$ cat config.mk
export PLATFORM = sky130hd
export DESIGN_NAME = ni_flit_tx
export DESIGN_NICKNAME = d
export VERILOG_FILES = /design/src/rtl/noc_pkg.sv /design/src/rtl/ni_tx_credit.sv /design/src/rtl/ni_flit_tx.sv
export SDC_FILE = /design/constraint.sdc
export NUM_CORES = 1
export LEC_CHECK = 0
export BUFFER_PORTS_ARGS = -buffer_cell sky130_fd_sc_hd__buf_4
export CORE_MARGIN = 1
export CORE_UTILIZATION = 53
export CTS_CLUSTER_DIAMETER = 150
export CTS_CLUSTER_SIZE = 40
export DETAILED_ROUTE_END_ITERATION = 16
export PLACE_DENSITY_LB_ADDON = 0.1
export SETUP_SLACK_MARGIN = 0.02
export SYNTH_ARGS = -nofsm -noshare
export SYNTH_HDL_FRONTEND = slang
export SYNTH_HIERARCHICAL = 1
export SYNTH_SLANG_ARGS = --single-unit
$ cat constraint.sdc
create_clock -name clk -period 4.7 [get_ports clk]
set_input_delay 0.94 -clock clk [delete_from_list [all_inputs] [get_ports clk]]
set_output_delay 0.94 -clock clk [all_outputs]
set_load 0.02 [all_outputs]
$ cat src/rtl/noc_pkg.sv
// Shared NoC definitions: flit width, flit type codes, head-flit field layout
// and the NI transmit FSM state type.
package noc_pkg;
  localparam int FLIT_W = 35;
  localparam int PLD_W  = 32;

  localparam logic [2:0] FT_HEAD = 3'b001;
  localparam logic [2:0] FT_BODY = 3'b010;
  localparam logic [2:0] FT_TAIL = 3'b100;

  // Head payload field LSB positions; [23:0] are reserved and zero
  localparam int HD_DSTX_LSB = 30;
  localparam int HD_DSTY_LSB = 28;
  localparam int HD_SRCX_LSB = 26;
  localparam int HD_SRCY_LSB = 24;

  typedef enum logic {
    ST_IDLE = 1'b0,
    ST_SEND = 1'b1
  } tx_state_e;

  // Build the head payload from destination and source coordinates
  function automatic logic [PLD_W-1:0] head_pld(input logic [1:0] dx, input logic [1:0] dy,
                                                input logic [1:0] sx, input logic [1:0] sy);
    logic [PLD_W-1:0] p;
    p = '0;
    p[HD_DSTX_LSB +: 2] = dx;
    p[HD_DSTY_LSB +: 2] = dy;
    p[HD_SRCX_LSB +: 2] = sx;
    p[HD_SRCY_LSB +: 2] = sy;
    return p;
  endfunction
endpackage

$ cat src/rtl/ni_tx_credit.sv
// Per-VC credit counter: counts free slots in the router input buffer.
// Range 0..CREDITS; an ack arriving at full credit without a same-cycle launch
// is dropped and reported on ovf_o for one cycle.
module ni_tx_credit #(
  parameter int CREDITS = 4
) (
  input  logic clk,
  input  logic rst_n,
  input  logic launch_i,
  input  logic ack_i,
  output logic empty_o,
  output logic ovf_o
);
  localparam int CW = $clog2(CREDITS + 1);
  localparam logic [CW-1:0] CMAX = CW'(CREDITS);

  logic [CW-1:0] cnt_q, cnt_d;
  logic          full;

  assign full    = (cnt_q == CMAX);
  assign empty_o = (cnt_q == '0);

  // Next credit count; launch+ack in the same cycle cancel out
  always_comb begin
    cnt_d = cnt_q;
    ovf_o = 1'b0;
    case ({launch_i, ack_i})
      2'b10: cnt_d = cnt_q - CW'(1);
      2'b01: begin
        if (full) ovf_o = 1'b1;
        else      cnt_d = cnt_q + CW'(1);
      end
      default: cnt_d = cnt_q;
    endcase
  end

  // Credit register, full after reset
  always_ff @(posedge clk or negedge rst_n) begin
    if (!rst_n) cnt_q <= CMAX;
    else        cnt_q <= cnt_d;
  end
endmodule

$ cat src/rtl/ni_flit_tx.sv
// NI transmit side: packetizes local payload beats into head/body/tail flits
// over two credit-controlled VCs with round-robin VC choice per packet.
// Optional: define NI_TX_STATS_EN to add the PKT_CNT tail counter output.
module ni_flit_tx
  import noc_pkg::*;
#(
  parameter int CREDITS = 4
) (
  input  logic              clk,
  input  logic              RST_,
  input  logic [1:0]        MY_XPOS,
  input  logic [1:0]        MY_YPOS,
  input  logic              S_VALID,
  output logic              S_READY,
  input  logic [31:0]       S_DATA,
  input  logic              S_LAST,
  input  logic [1:0]        S_DSTX,
  input  logic [1:0]        S_DSTY,
  output logic [FLIT_W-1:0] ODATA,
  output logic              OVALID,
  output logic              OVCH,
  input  logic [1:0]        IACK,
  input  logic [1:0]        IRDY,
  input  logic [1:0]        ILCK,
  output logic              CRED_ERR
`ifdef NI_TX_STATS_EN
  ,
  output logic [15:0]       PKT_CNT
`endif
);
  tx_state_e         state_q;
  logic              vc_q, rr_q, err_q, ovalid_q, ovch_q;
  logic [FLIT_W-1:0] odata_q, flit_d;
  logic [1:0]        empty, ovf, elig, launch_v;
  logic              pick_vc, launch_vc, start, beat, launch, s_ready;

  // A VC may take a new packet only if free, unlocked and holding a credit
  assign elig     = IRDY & ~ILCK & ~empty;
  assign s_ready  = (state_q == ST_SEND) && !empty[vc_q];
  assign start    = (state_q == ST_IDLE) && S_VALID && (|elig);
  assign beat     = S_VALID && s_ready;
  assign launch   = start || beat;
  assign launch_vc = (state_q == ST_IDLE) ? pick_vc : vc_q;
  assign launch_v = {launch && launch_vc, launch && !launch_vc};

  // VC choice: the single eligible VC, or the RR pointer when both are eligible
  always_comb begin
    pick_vc = elig[1];
    if (elig == 2'b11) pick_vc = rr_q;
  end

  // Flit being launched this cycle (head carries routing info, beats carry data)
  always_comb begin
    flit_d = {S_LAST ? FT_TAIL : FT_BODY, S_DATA};
    if (state_q == ST_IDLE) flit_d = {FT_HEAD, head_pld(S_DSTX, S_DSTY, MY_XPOS, MY_YPOS)};
  end

  for (genvar v = 0; v < 2; v++) begin : g_cred
    ni_tx_credit #(.CREDITS(CREDITS)) u_cred (
      .clk      (clk),
      .rst_n    (RST_),
      .launch_i (launch_v[v]),
      .ack_i    (IACK[v]),
      .empty_o  (empty[v]),
      .ovf_o    (ovf[v])
    );
  end

  // Packet FSM, registered flit output and sticky credit error
  always_ff @(posedge clk or negedge RST_) begin
    if (!RST_) begin
      state_q  <= ST_IDLE;
      vc_q     <= 1'b0;
      rr_q     <= 1'b0;
      odata_q  <= '0;
      ovalid_q <= 1'b0;
      ovch_q   <= 1'b0;
      err_q    <= 1'b0;
    end else begin
      ovalid_q <= launch;
      err_q    <= err_q | (|ovf);
      if (launch) begin
        odata_q <= flit_d;
        ovch_q  <= launch_vc;
      end
      case (state_q)
        ST_IDLE: if (start) begin
          state_q <= ST_SEND;
          vc_q    <= pick_vc;
        end
        ST_SEND: if (beat && S_LAST) begin
          state_q <= ST_IDLE;
          rr_q    <= ~vc_q;
        end
        default: state_q <= ST_IDLE;
      endcase
    end
  end

`ifdef NI_TX_STATS_EN
  logic [15:0] pkt_cnt_q;

  // Saturating count of tails sent
  always_ff @(posedge clk or negedge RST_) begin
    if (!RST_)                                        pkt_cnt_q <= '0;
    else if (beat && S_LAST && pkt_cnt_q != 16'hFFFF) pkt_cnt_q <= pkt_cnt_q + 16'd1;
  end

  assign PKT_CNT = pkt_cnt_q;
`endif

  assign S_READY  = s_ready;
  assign ODATA    = odata_q;
  assign OVALID   = ovalid_q;
  assign OVCH     = ovch_q;
  assign CRED_ERR = err_q;
endmodule

-- Word-level counts from Yosys, hierarchy flattened
Index checks and enable logic that the tools add are counted.
- register bits after elaboration: 47
- latch bits: 0
- RAM bits: 0
- bits in read-only memories: 0
- output and inout bits: 39
- word-level logic and storage cells: 67
- memories kept: 0
- $add $sub $neg: 4
- multiply operators: 0
- div/mod/pow operators: 0
- $lt $le $gt $ge: 1
- eq/ne operators: 9
- shifts and indexed selects: 0
- mux-type cells: 17
- bitwise operators: 7
- reduce and logical (&&, ||, !) cells: 20
- operators with widths (cell ; count):
    35-bit 2-to-1 mux ; 1
    3-bit one-hot mux with 2 select lines ; 2
    1-bit 2-to-1 mux ; 10
    3-bit 2-to-1 mux ; 3
    2-bit AND reduction ; 4
    1-bit logical AND ; 7
    3-bit by 1-bit adder with 3-bit output (second input constant) ; 2
    2-bit == test (second input constant) ; 3
    3-bit == test (second input constant) ; 2
    3-bit zero test ; 2
    3-bit by 1-bit subtractor with 3-bit output (second input constant) ; 2
    2-bit bitwise AND ; 2
    2-bit by 1-bit == test with 1-bit output (second input constant) ; 2
    2-bit != test (second input constant) ; 2
    2-bit NOT ; 2
    2-bit nonzero test ; 2
    2-bit OR reduction ; 2
    1-bit zero test ; 2
    1-bit by 2-bit < comparator with 1-bit output (second input constant) ; 1
    1-bit NOT ; 2
    1-bit one-hot mux with 2 select lines ; 1
    1-bit logical OR ; 1
    1-bit bitwise OR ; 1

-- Depth between registers and ports, before layout
Gate-level depths: netlist (run 1).
- word-level depth: 12
- depth in mapped cells: 13

-- Cells and area by module
Netlist (run 1), hierarchy kept.
- by module, submodules not included (module ; times used ; cells each ; area an instance (um^2) ; sequential area each (um^2)):
    ni_flit_tx ; 1 ; 160 ; 1890.6 ; 1026.0
    ni_tx_credit ; 2 ; 29 ; 256.5 ; 76.3

-- Least setup slack after synthesis (run 1)
Ideal clock, no wire load.
- path type: input-to-reg
- start: input ILCK[0]
- end: register g_cred[1].u_cred.cnt_q[2]
- setup time: 87 ps
- data arrival time: 3031 ps
- data required time: 4613 ps
- setup slack: 1581 ps
- cell stages on the path: 12
- path buffers: 3
- cell sequence: or4b_4 -> a21bo_1 -> buf_4 -> buf_2 -> a21oi_1 -> buf_6 -> nor2b_4 -> inv_1 -> fa_1 -> and2b_2 -> a211oi_1 -> a211oi_1
- cells in the longest elaborated chain, start to end: 10
- elaborated cells on any way between the ends: 16
- those cells by class: 4 x eq/ne; 3 x mux; 3 x bitwise; 6 x reduce/logical
- ends and longest elaborated chain (element ; line ; RTL):
    from (decl) ; ni_flit_tx.sv:24 ; input logic [1:0] ILCK,
    2-bit NOT * ; ni_flit_tx.sv:38 ; assign elig = IRDY & ~ILCK & ~empty;
    2-bit bitwise AND * (2 in series) ; ni_flit_tx.sv:38 ;
    2-bit == test / 2-bit OR reduction (equally long branches) ; ni_flit_tx.sv:49, ni_flit_tx.sv:40 ;
    1-bit 2-to-1 mux / 1-bit logical AND (equally long branches) ; ni_flit_tx.sv:49, ni_flit_tx.sv:40 ;
    1-bit 2-to-1 mux / 1-bit logical OR (equally long branches) ; ni_flit_tx.sv:43, ni_flit_tx.sv:42 ;
    1-bit logical AND * ; ni_flit_tx.sv:44 ; assign launch_v = {launch && launch_vc, launch && !launch_vc};
    via launch_v[1] ; ni_flit_tx.sv:34 ; logic [1:0] empty, ovf, elig, launch_v;
    2-bit by 1-bit == test with 1-bit output / 2-bit == test (equally long branches) ; ni_tx_credit.sv:27 ; case ({launch_i, ack_i})
    2-bit != test (no line) / 2-bit nonzero test (equally long branches) ; n/a ;
    2-bit AND reduction (no line) ; n/a ;
    to (signal assigned) ; ni_tx_credit.sv:40 ; else cnt_q <= cnt_d;
    to (decl) ; ni_tx_credit.sv:17 ; logic [CW-1:0] cnt_q, cnt_d;
The timed path passes the listed nets; every way through them passes the cells marked *.
A chain may end at the register's enable or synchronous reset.

-- Final worst setup path (run 1)
- start: register g_cred[0].u_cred.cnt_q[2]
- end: register g_cred[1].u_cred.cnt_q[2]
- cells in the longest elaborated chain, start to end: 11
- elaborated cells on any way between the ends: 21
- those cells by class: 4 x eq/ne; 5 x mux; 2 x bitwise; 10 x reduce/logical
- ends and longest elaborated chain (element ; line ; RTL):
    from (decl) ; ni_tx_credit.sv:17 ;
    from (signal assigned) ; ni_tx_credit.sv:40 ;
    3-bit zero test * ; ni_tx_credit.sv:21 ; assign empty_o = (cnt_q == '0);
    via empty[0] ; ni_flit_tx.sv:34 ;
    parallel branches: the longest is 6 deep, another holds 2-bit NOT ; n/a ;
    1-bit logical AND * ; ni_flit_tx.sv:44 ;
    via launch_v[1] ; ni_flit_tx.sv:34 ;
    2-bit by 1-bit == test with 1-bit output / 2-bit == test (equally long branches) ; ni_tx_credit.sv:27 ;
    2-bit != test (no line) / 2-bit nonzero test (equally long branches) ; n/a ;
    2-bit AND reduction (no line) ; n/a ;
Mark *: on every way through the listed nets, which the timed path passes. The select of a mux whose other input is x is not followed.

==> metrics.txt, run 1 <==
ys flop type dfrtp_1; dpl hpwl 3730 um; mapped cell area ~2400 um^2; Worst path slowest cell a21oi_1; Worst Path Buf+Inv 2; width of the die slightly below 70 um; GRT overflow 0; clock-pin slew on the worst setup and hold paths 0.08 ns; fin util 0.726; hold_sp CRED_ERR; Worst EP required about 4.9 ns; post-synthesis compound-gate area fraction 0.210; cells along the critical path nor3_1, or4b_4, a21bo_1, buf_4, a21oi_1, nor2b_4, inv_1, fa_1, and2b_2, a211oi_1, a211oi_1; clk_skew approximately 0.0064 ns; mux share of post-synthesis cell area 0.0593; remaining antenna violation count after routing 0; first-pass GRT wire length between 9000 and 10000 um; Post-Synthesis Cells 218; PortBufs 88; XOR/XNOR share of the synthesized area 0.00729; logic gate share of total power 0.519; cts repair resizes 0; CTS buffer count 5; initial antenna violation count 0; Static Leak around 1.6 nW; flops & latches, synth between 40 and 50; max-slew violation count 0; Hold Path Class reg -> reg; share of power burned in the clock network 0.121; worst skew pair latency 0.29 ns; router iterations before antenna repair 4; largest family of logic cells by synthesized area compound AO/OA/AOI/OAI gates; CTS HTree Levels 2; drc violations 0; Vias/cell a little under 6; final hold vios 0; area delta synth->final 31.4%; simple-gate share of the synthesized area 0.160; layout net count about 350; Int Power ~1.2 mW; setup_tns 0 ns; FF-to-FF Start g_cred[0].u_cred/cnt_q[2]; max cap viols 0; Adder-Cell Fraction of Synth Area 0.0167; maximum number of pins on one net before global-route repair 48; synth warn 6; Peak Freq between 200 and 300 MHz; Worst Setup SP g_cred[0].u_cred/cnt_q[2]; Initial Utilization 0.552; setup bufs post-CTS 0; fin cells between 300 and 400; drt first-iter violations roughly 120; Final setup viols 0; final wirelength approximately 5400 um; Vias slightly above 2000; syn avg cell area between 10 and 15 um^2; syn_nets 270; crit end category register; CTS Hold Bufs 0; # IOs between 80 and 90; Rows 24; status complete, no violations; Sink Count 47; fraction of registers with async set/reset 1.00; placed cells approximately 350; sequential power share 0.360; clock period minus worst slack 3.41 ns; Antenna Cells 0; EDFF count, synth 0; Crit path largest cell delay approximately 0.66 ns; die area 4810 um^2; layout cells sized above 1 0.375; vias in the first global route 2044; Top delay family on crit path compound AO/OA/AOI/OAI gates; crit path DAT approximately 3.6 ns; sw frac 0.418; R2R setup slack approximately 1.3 ns; Worst Tran Pin Value roughly 0.78 ns; Core Area 4350 um^2; Worst Setup Start Kind register; detailed-route wire length per cell ~15 um; GRT Total Usage 0.239; clock tree buffer depth 2; CTS tree done; Die Ht around 69 um; RSZ-0062 raised after global routing false; register area share after synthesis 0.490; Worst Setup Path Type reg -> reg; Slew headroom 0.477; fin crit share 0.725; GP Congestion 0.834; highest ir drop seen on vdd about 0.40 mV; Distinct cells, synth 40; root buffer cell clkbuf_8; CP dominant cell by count a211oi_1; Max Fanout on Critical Path 35; PwrDens 660 nW/um^2; Psw approximately 0.87 mW
## cells in the final DEF, fill, tap and decap left out, types with 6 or more instances in the layout
master	Yosys	layout
buf_4	1	92
dfrtp_1	45	45
and3_1	25	25
a31o_1	24	24
a21oi_1	12	12
mux2i_1	12	11
inv_1	10	10
a32oi_1	9	9
nor2_1	7	7
clkbuf_8	0	6
## flip-flops by register name (all words and copies together) (netlist names)
signal	flops
ODATA	35
g_cred.u_cred/cnt_q	6
CRED_ERR	1
OVALID	1
OVCH	1
rr_q	1
state_q	1
vc_q	1
## worst register-to-register path: stages (launching register included)
cell and delay [ns]:
dfstp_2 0.59, nor3_1 0.12, or4b_4 0.57, a21bo_1 0.20, buf_4 0.23, a21oi_1 0.68, nor2b_4 0.08, inv_1 0.09
fa_1 0.24, and2b_2 0.24, a211oi_1 0.21, a211oi_1 0.07
## through the flow
stage          setup slack (ns)  power [mW]  hold slack (ns)  cell area (um^2)
2_1_floorplan              1.58        1.45            0.498              2400
3_3_place_gp               1.09        1.82            0.458              3060
3_5_place_dp               1.03        1.84            0.457              3060
4_1_cts                    1.33        2.10            0.476              3160
5_1_grt                    1.06        2.23            0.516              3160
6_report                   1.29        2.09            0.476              3160
## cell families (layout without fill, tap and decap cells)
group | Yosys count | after routing
xor gates and xnor gates | 2 | 2
muxes | 14 | 14
adders and majority gates | 2 | 2
AOI/OAI and AO/OA | 67 | 67
buffers and inverters | 27 | 110
DFF | 47 | 47
and+or+nand+nor | 59 | 59
## routing by layer
metal,global-route usage,part of all wire,up-vias
met1,0.301,0.45,1007
li1,-,-,978
met3,0.0538,0.045,4
met5,0,0,-
met4,0.0839,0.0089,0
met2,0.405,0.49,55
## cell type report
type	instances	area [um^2]
clock inverter	1	8.76
multi-input combinational	144	1090
inverter	10	37.5
tap	52	65.1
fill	343	1190
sequential	47	1180
clock buffer	7	86.3
timing repair buffer	92	691
## synth_stat cells (3+ instances only)
cell type  count  area (um^2)
nand2_1        4         15.0
a21oi_1       12         60.1
buf_6          4         45.0
inv_1         10         37.5
o21ai_0        4         20.0
a32oi_1        9         78.8
mux2i_1       12          120
clkbuf_1      10         37.5
nor2_1         7         26.3
o22ai_1        4         25.0
dfrtp_1       45         1130
nand3b_1       3         22.5
and3_1        25          156
a31o_1        24          210
a211oi_1       4         30.0
## path summary, 6_finish.rpt
check	cells past startpoint	end
worst max-delay path	11	g_cred[1].u_cred/cnt_q[2]
worst max register to register	11	g_cred[1].u_cred/cnt_q[2]
min in group asynchronous	1	ODATA[14]
worst min register to register	1	CRED_ERR
worst min-delay path	1	CRED_ERR
max in group asynchronous	1	ODATA[24]
## power by group through the flow
stage	combinational (mW)	sequential, mW	clock, mW
floorplan	0.561	0.889	0
global placement	1.07	0.754	0
detailed placement	1.09	0.758	0
CTS	1.09	0.752	0.262
global route	1.18	0.777	0.276
finish	1.08	0.751	0.252
No activity file was read; power rests on OpenSTA's default activity.
==> run 2: changes to the inputs <==
--- a/config.mk
+++ b/config.mk
@@ -7,7 +7,7 @@
 export LEC_CHECK = 0
 export BUFFER_PORTS_ARGS = -buffer_cell sky130_fd_sc_hd__buf_4
 export CORE_MARGIN = 1
-export CORE_UTILIZATION = 53
+export CORE_UTILIZATION = 44
 export CTS_CLUSTER_DIAMETER = 150
 export CTS_CLUSTER_SIZE = 40
 export DETAILED_ROUTE_END_ITERATION = 16
==> constraint.sdc (replaced) <==
create_clock -name clk -period 3.1 [get_ports clk]
set_input_delay 0.62 -clock clk [delete_from_list [all_inputs] [get_ports clk]]
set_output_delay 0.62 -clock clk [all_outputs]
set_load 0.02 [all_outputs]
==> metrics.txt, run 2 (same netlist as run 1, synthesis figures left out) <==
CTS HTree Levels 2 (unchanged); Worst Setup Start Kind register; # IOs 89 (unchanged); layout net count 358 (+1.7%); fin crit share 0.923 (+0.198); area delta synth->final 34.2%; Max Fanout on Critical Path 7 (-80%); share of power burned in the clock network 0.113 (-0.008); setup_tns 0 ns (unchanged); Worst EP required 3.32 ns (-1.60 ns); worst skew pair latency 0.30 ns (about the same); Final setup viols 0 (unchanged); Psw 1.36 mW (+56%); CTS tree done; most frequent cells in the layout buf_4 (98), dfrtp_1 (45), and3_1 (25); highest ir drop seen on vdd 0.459 mV (+15%); Sink Count 47 (unchanged); max cap viols 0 (unchanged); placed cells 369 (+7.0%); sw frac 0.421 (+0.00306); Static Leak 1.61 nW (+1.5%); setup bufs post-CTS 0 (unchanged); crit end category register; die area 5760 um^2 (+20%); drc violations 0 (unchanged); drt first-iter violations 116 (-0.85%); maximum number of pins on one net before global-route repair 48 (unchanged); Int Power 1.86 mW (+54%); PortBufs 88 (unchanged); Worst Tran Pin Value 0.586 ns (-0.198 ns); Vias 2099 (+2.7%); CTS buffer count 5 (unchanged); Die Ht 75.9 um (+9.5%); Setup crit end g_cred[0].u_cred/cnt_q[2]; fin cells 377 (+6.8%); remaining antenna violation count after routing 0 (unchanged); max reg flops 35 (unchanged); hold_ws 0.319 ns (-0.158 ns); final wirelength 5910 um (+8.9%); status complete, no violations; router iterations before antenna repair 4 (unchanged); logic gate share of total power 0.548 (+0.029); RSZ-0062 raised after global routing false; vias in the first global route 2057 (+0.64%); Worst Setup Path Type reg -> reg; first-pass GRT wire length 10000 um (+7.4%); width of the die 75.9 um (+9.5%); CTS Hold Bufs 0 (unchanged); final hold vios 0 (unchanged); R2R setup slack 0.24 ns (-1.05 ns); initial antenna violation count 0 (unchanged); cts repair resizes 0 (unchanged); total power draw 3.22 mW (+54%); Worst Setup SP g_cred[1].u_cred/cnt_q[2]; worst reg2reg path endpoint g_cred[0].u_cred/cnt_q[2]; FF-to-FF path depth 10 (-1); GRT Total Usage 0.215 (-0.0240); PwrDens 999 nW/um^2 (+51%); Fillers 449 (+31%); GRT overflow 0 (unchanged); Slew headroom 0.607 (+0.129); Hold Path Class in -> async; Vias/cell 5.57 (-3.8%); layout cells sized above 1 0.388 (+0.0122); Antenna Cells 0 (unchanged); crit path DAT 3.08 ns (-0.54 ns); Peak Freq 350 MHz (+19%); fin util 0.624 (-0.102); FF-to-FF Start g_cred[1].u_cred/cnt_q[2]; root buffer cell clkbuf_8; Rows 26 (+8.3%); clk_skew 0.00480 ns (-0.00160 ns); GP Congestion 0.797 (-4.5%); detailed-route wire length per cell 15.7 um (+2.0%); dpl hpwl 4010 um (+7.7%); Core Area 5170 um^2 (+19%); clock period minus worst slack 2.86 ns (-0.547 ns); clock tree buffer depth 2 (unchanged); clock-pin slew on the worst setup and hold paths 0.09 ns (about the same); max-slew violation count 0 (unchanged); Initial Utilization 0.465 (-0.0873); commonest non-fill, non-tap cell in the layout buf_4; sequential power share 0.339 (-0.021)
run 2: cell types whose count changed in the layout (fill, tap and decap cells not counted):
| cell | change |
|---|---|
| clkinv_4 | -1 |
| mux2i_4 | +1 |
| clkinv_2 | +1 |
| clkinvlp_4 | +1 |
| mux2i_2 | -1 |
| clkbuf_8 | -1 |
| buf_4 | +6 |
run 2: worst max-delay path, cell delays in order (launching register included):
cell and delay [ns]:
dfstp_2 0.59, nor3_1 0.08, or4b_4 0.56, a2bb2oi_1 0.19, and3_1 0.25, nor2b_4 0.13, inv_1 0.06, fa_1 0.43
and2b_2 0.24, a211oi_1 0.04, a211oi_1 0.22
run 2: area by class of cell:
class	instances	area [um^2]	area share
sequential	47	1180	0.365
multi-input combinational	144	1100	0.341
timing repair buffer	98	736	0.228
tap	70	87.6	0.0272
clock buffer	6	72.6	0.0225
inverter	10	37.5	0.0116
clock inverter	2	12.5	0.00388
run 2: stage by stage:
stage          cell area, um^2  worst slack [ns]
2_1_floorplan             2400             0.193
3_3_place_gp              3140             0.279
3_5_place_dp              3140             0.201
4_1_cts                   3230             0.228
5_1_grt                   3230            0.0206
6_report                  3230             0.240
run 2: how the worst min path moves through the flow:
| stage | startpoint | endpoint | cells after the start |
|---|---|---|---|
| after floorplan | RST_ | CRED_ERR | 0 |
| after global placement | CRED_ERR | CRED_ERR | 1 |
| after detailed placement | CRED_ERR | CRED_ERR | 1 |
| after CTS | RST_ | ODATA[17] | 1 |
| after global routing | RST_ | ODATA[13] | 1 |
| final | RST_ | ODATA[13] | 1 |
run 2: power groups by stage:
stage | clock network [mW] | logic (mW) | registers (mW)
6_report | 0.364 | 1.76 | 1.09
3_5_place_dp | 0 | 1.77 | 1.10
4_1_cts | 0.378 | 1.77 | 1.09
3_3_place_gp | 0 | 1.75 | 1.10
2_1_floorplan | 0 | 0.851 | 1.35
5_1_grt | 0.409 | 1.91 | 1.14
run 2: layer usage:
layer / global-route usage / part of all wire / vias to the layer above
met3: 0.0651 / 0.053 / 7
met1: 0.276 / 0.44 / 1042
li1: - / - / 996
met4: 0.0558 / 0.011 / 0
met2: 0.354 / 0.50 / 54
met5: 0 / 0 / -
==> run 3: changes to the inputs <==
--- a/config.mk
+++ b/config.mk
@@ -6,14 +6,14 @@
 export NUM_CORES = 1
 export LEC_CHECK = 0
 export BUFFER_PORTS_ARGS = -buffer_cell sky130_fd_sc_hd__buf_4
+export CORE_ASPECT_RATIO = 1.2
 export CORE_MARGIN = 1
-export CORE_UTILIZATION = 44
+export CORE_UTILIZATION = 43
 export CTS_CLUSTER_DIAMETER = 150
 export CTS_CLUSTER_SIZE = 40
 export DETAILED_ROUTE_END_ITERATION = 16
 export PLACE_DENSITY_LB_ADDON = 0.1
-export SETUP_SLACK_MARGIN = 0.02
+export SETUP_SLACK_MARGIN = 0.05
 export SYNTH_ARGS = -nofsm -noshare
 export SYNTH_HDL_FRONTEND = slang
-export SYNTH_HIERARCHICAL = 1
 export SYNTH_SLANG_ARGS = --single-unit
==> metrics.txt, run 3 <==
status complete, no violations; mapped cell area 2210 um^2 (-8.1%); Worst Setup Path Type reg -> reg; flops & latches, synth 47 (unchanged); layout cells sized above 1 0.362 (-0.0254); CTS HTree Levels 2 (unchanged); PortBufs 88 (unchanged); CTS buffer count 5 (unchanged); # IOs 89 (unchanged); area leader, netlist dfrtp_1; root buffer cell clkbuf_8; vias in the first global route 1822 (-11%); final hold vios 0 (unchanged); EDFF count, synth 0 (unchanged); max reg flops 35 (unchanged); setup ws final 0.307 ns (+0.0664 ns); Sink Count 47 (unchanged); cts repair resizes 0 (unchanged); maximum number of pins on one net before global-route repair 48 (unchanged); GP Congestion 0.797 (about the same); Slew headroom 0.614 (+0.00752); max cap viols 0 (unchanged); fraction of registers with async set/reset 1.00 (unchanged); first-pass GRT wire length 8010 um (-20%); Worst EP required 3.33 ns (about the same); Peak Freq 358 MHz (+2.4%); GRT overflow 0 (unchanged); final wirelength 4670 um (-21%); most common cell in the netlist nand2_1; Vias 1858 (-11%); Worst Tran Pin Value 0.579 ns (-0.00677 ns); clock tree buffer depth 2 (unchanged); remaining antenna violation count after routing 0 (unchanged); Rows 28 (+7.7%); RSZ-0062 raised after global routing false; drc violations 0 (unchanged); clk_skew 0.00519 ns (+0.000391 ns); fin crit share 0.901 (-0.0214); Final setup viols 0 (unchanged); clock period minus worst slack 2.79 ns (-0.0664 ns); area of placed instances 2920 um^2 (-7.1%); initial antenna violation count 0 (unchanged); pre-CTS setup slack 0.289 ns (+0.0886 ns); placed cells 364 (-1.4%); router iterations before antenna repair 4 (unchanged); total power draw 2.89 mW (-10%); dpl hpwl 3360 um (-16%); syn avg cell area 9.86 um^2 (-11%); Worst Setup Start Kind register; drt first-iter violations 98 (-16%); Max Fanout on Critical Path 10 (+3); Design Area, Final 3000 um^2 (-6.9%); PwrDens 962 nW/um^2 (-3.7%); width of the die 67.4 um (-11%); Core Area 4940 um^2 (-4.5%); Distinct cells, synth 46 (+15%); fin util 0.608 (-0.0160); Die Ht 80.5 um (+6.1%); crit end category register; area delta synth->final 35.8%; register area share after synthesis 0.533 (+0.0430); Hold Path Class in -> async; Post-Synthesis Cells 224 (+2.8%); most frequent cells in the layout buf_4 (92), nand2_1 (68), dfrtp_1 (45); top post-synthesis cells by area dfrtp_1 (51%), nand2_1 (12%), o21ai_0 (5.9%); setup bufs post-CTS 0 (unchanged); max-slew violation count 0 (unchanged); Fillers 451 (+0.45%); layout net count 363 (+1.4%); CTS Hold Bufs 0 (unchanged); top-area cell type share of the netlist area 0.510 (+0.0411); hold_ws 0.314 ns (-0.00523 ns); ys flop type dfrtp_1; commonest cells in the netlist nand2_1 (68), dfrtp_1 (45), o21ai_0 (26); clock-pin slew on the worst setup and hold paths 0.09 ns (about the same); setup_tns 0 ns (unchanged); Initial Utilization 0.447 (-0.0174); CTS tree done; Antenna Cells 0 (unchanged); die area 5430 um^2 (-5.8%); syn_nets 276 (+2.2%); fin cells 372 (-1.3%); detailed-route wire length per cell 12.5 um (-20%); synth warn 0 (-6); worst skew pair latency 0.29 ns (about the same); commonest non-fill, non-tap cell in the layout buf_4; highest ir drop seen on vdd 0.446 mV (-2.8%); GRT Total Usage 0.196 (-0.0190); Vias/cell 4.99 (-10%); crit path DAT 3.02 ns (-0.06 ns); Static Leak 1.49 nW (-7.4%)
==> run 3: cell type report <==
type | count | area [um^2] | area share
clock buffer | 6 | 72.6 | 0.0242
clock inverter | 2 | 12.5 | 0.00417
inverter | 2 | 7.51 | 0.00250
multi-input combinational | 163 | 965 | 0.321
sequential | 47 | 1180 | 0.393
tap | 60 | 75.1 | 0.0250
timing repair buffer | 92 | 691 | 0.230
==> run 3: where the power goes <==
part	total, mW	internal [mW]	switching (mW)
combinational	1.45	0.623	0.829
sequential	1.07	0.874	0.198
clock	0.364	0.158	0.206
total	2.89	1.66	1.23
==> run 3: critical path: stages, from the launching register on <==
cell and delay, ns:
dfrtp_1 0.48, o41ai_2 0.37, a21oi_2 0.11, o31ai_4 0.32
inv_2 0.11, nand2_4 0.13, nand2_1 0.08, fa_1 0.43
or4_1 0.55, o311a_1 0.14
==> run 3: logic make-up after synthesis <==
kind of cell / after synthesis / share of synthesized area
simple gates: 90 / 0.183
flops: 47 / 0.533
buf+inv: 14 / 0.0300
fa+ha+maj: 2 / 0.0181
compound gates: 57 / 0.173
mux: 11 / 0.0504
xor+xnor: 3 / 0.0119
==> run 3: final timing paths <==
check | start | endpoint | slack, ns | depth (start not counted)
worst max register to register | g_cred[0].u_cred.cnt_q[0] | g_cred[0].u_cred.cnt_q[2] | 0.31 | 9
worst min-delay path | RST_ | ODATA[5] | 0.31 | 1
min in group clk | ODATA[12] | ODATA[12] | 0.49 | 2
max in group asynchronous | RST_ | g_cred[1].u_cred.cnt_q[2] | 2.39 | 1
worst min register to register | ODATA[12] | ODATA[12] | 0.49 | 2
worst max-delay path | g_cred[0].u_cred.cnt_q[0] | g_cred[0].u_cred.cnt_q[2] | 0.31 | 9
==> run 3: routing by layer <==
layer	share of wire	global-route usage
met1	0.43	0.237
met2	0.49	0.328
met3	0.071	0.0582
met4	0.0094	0.0617
met5	0	0
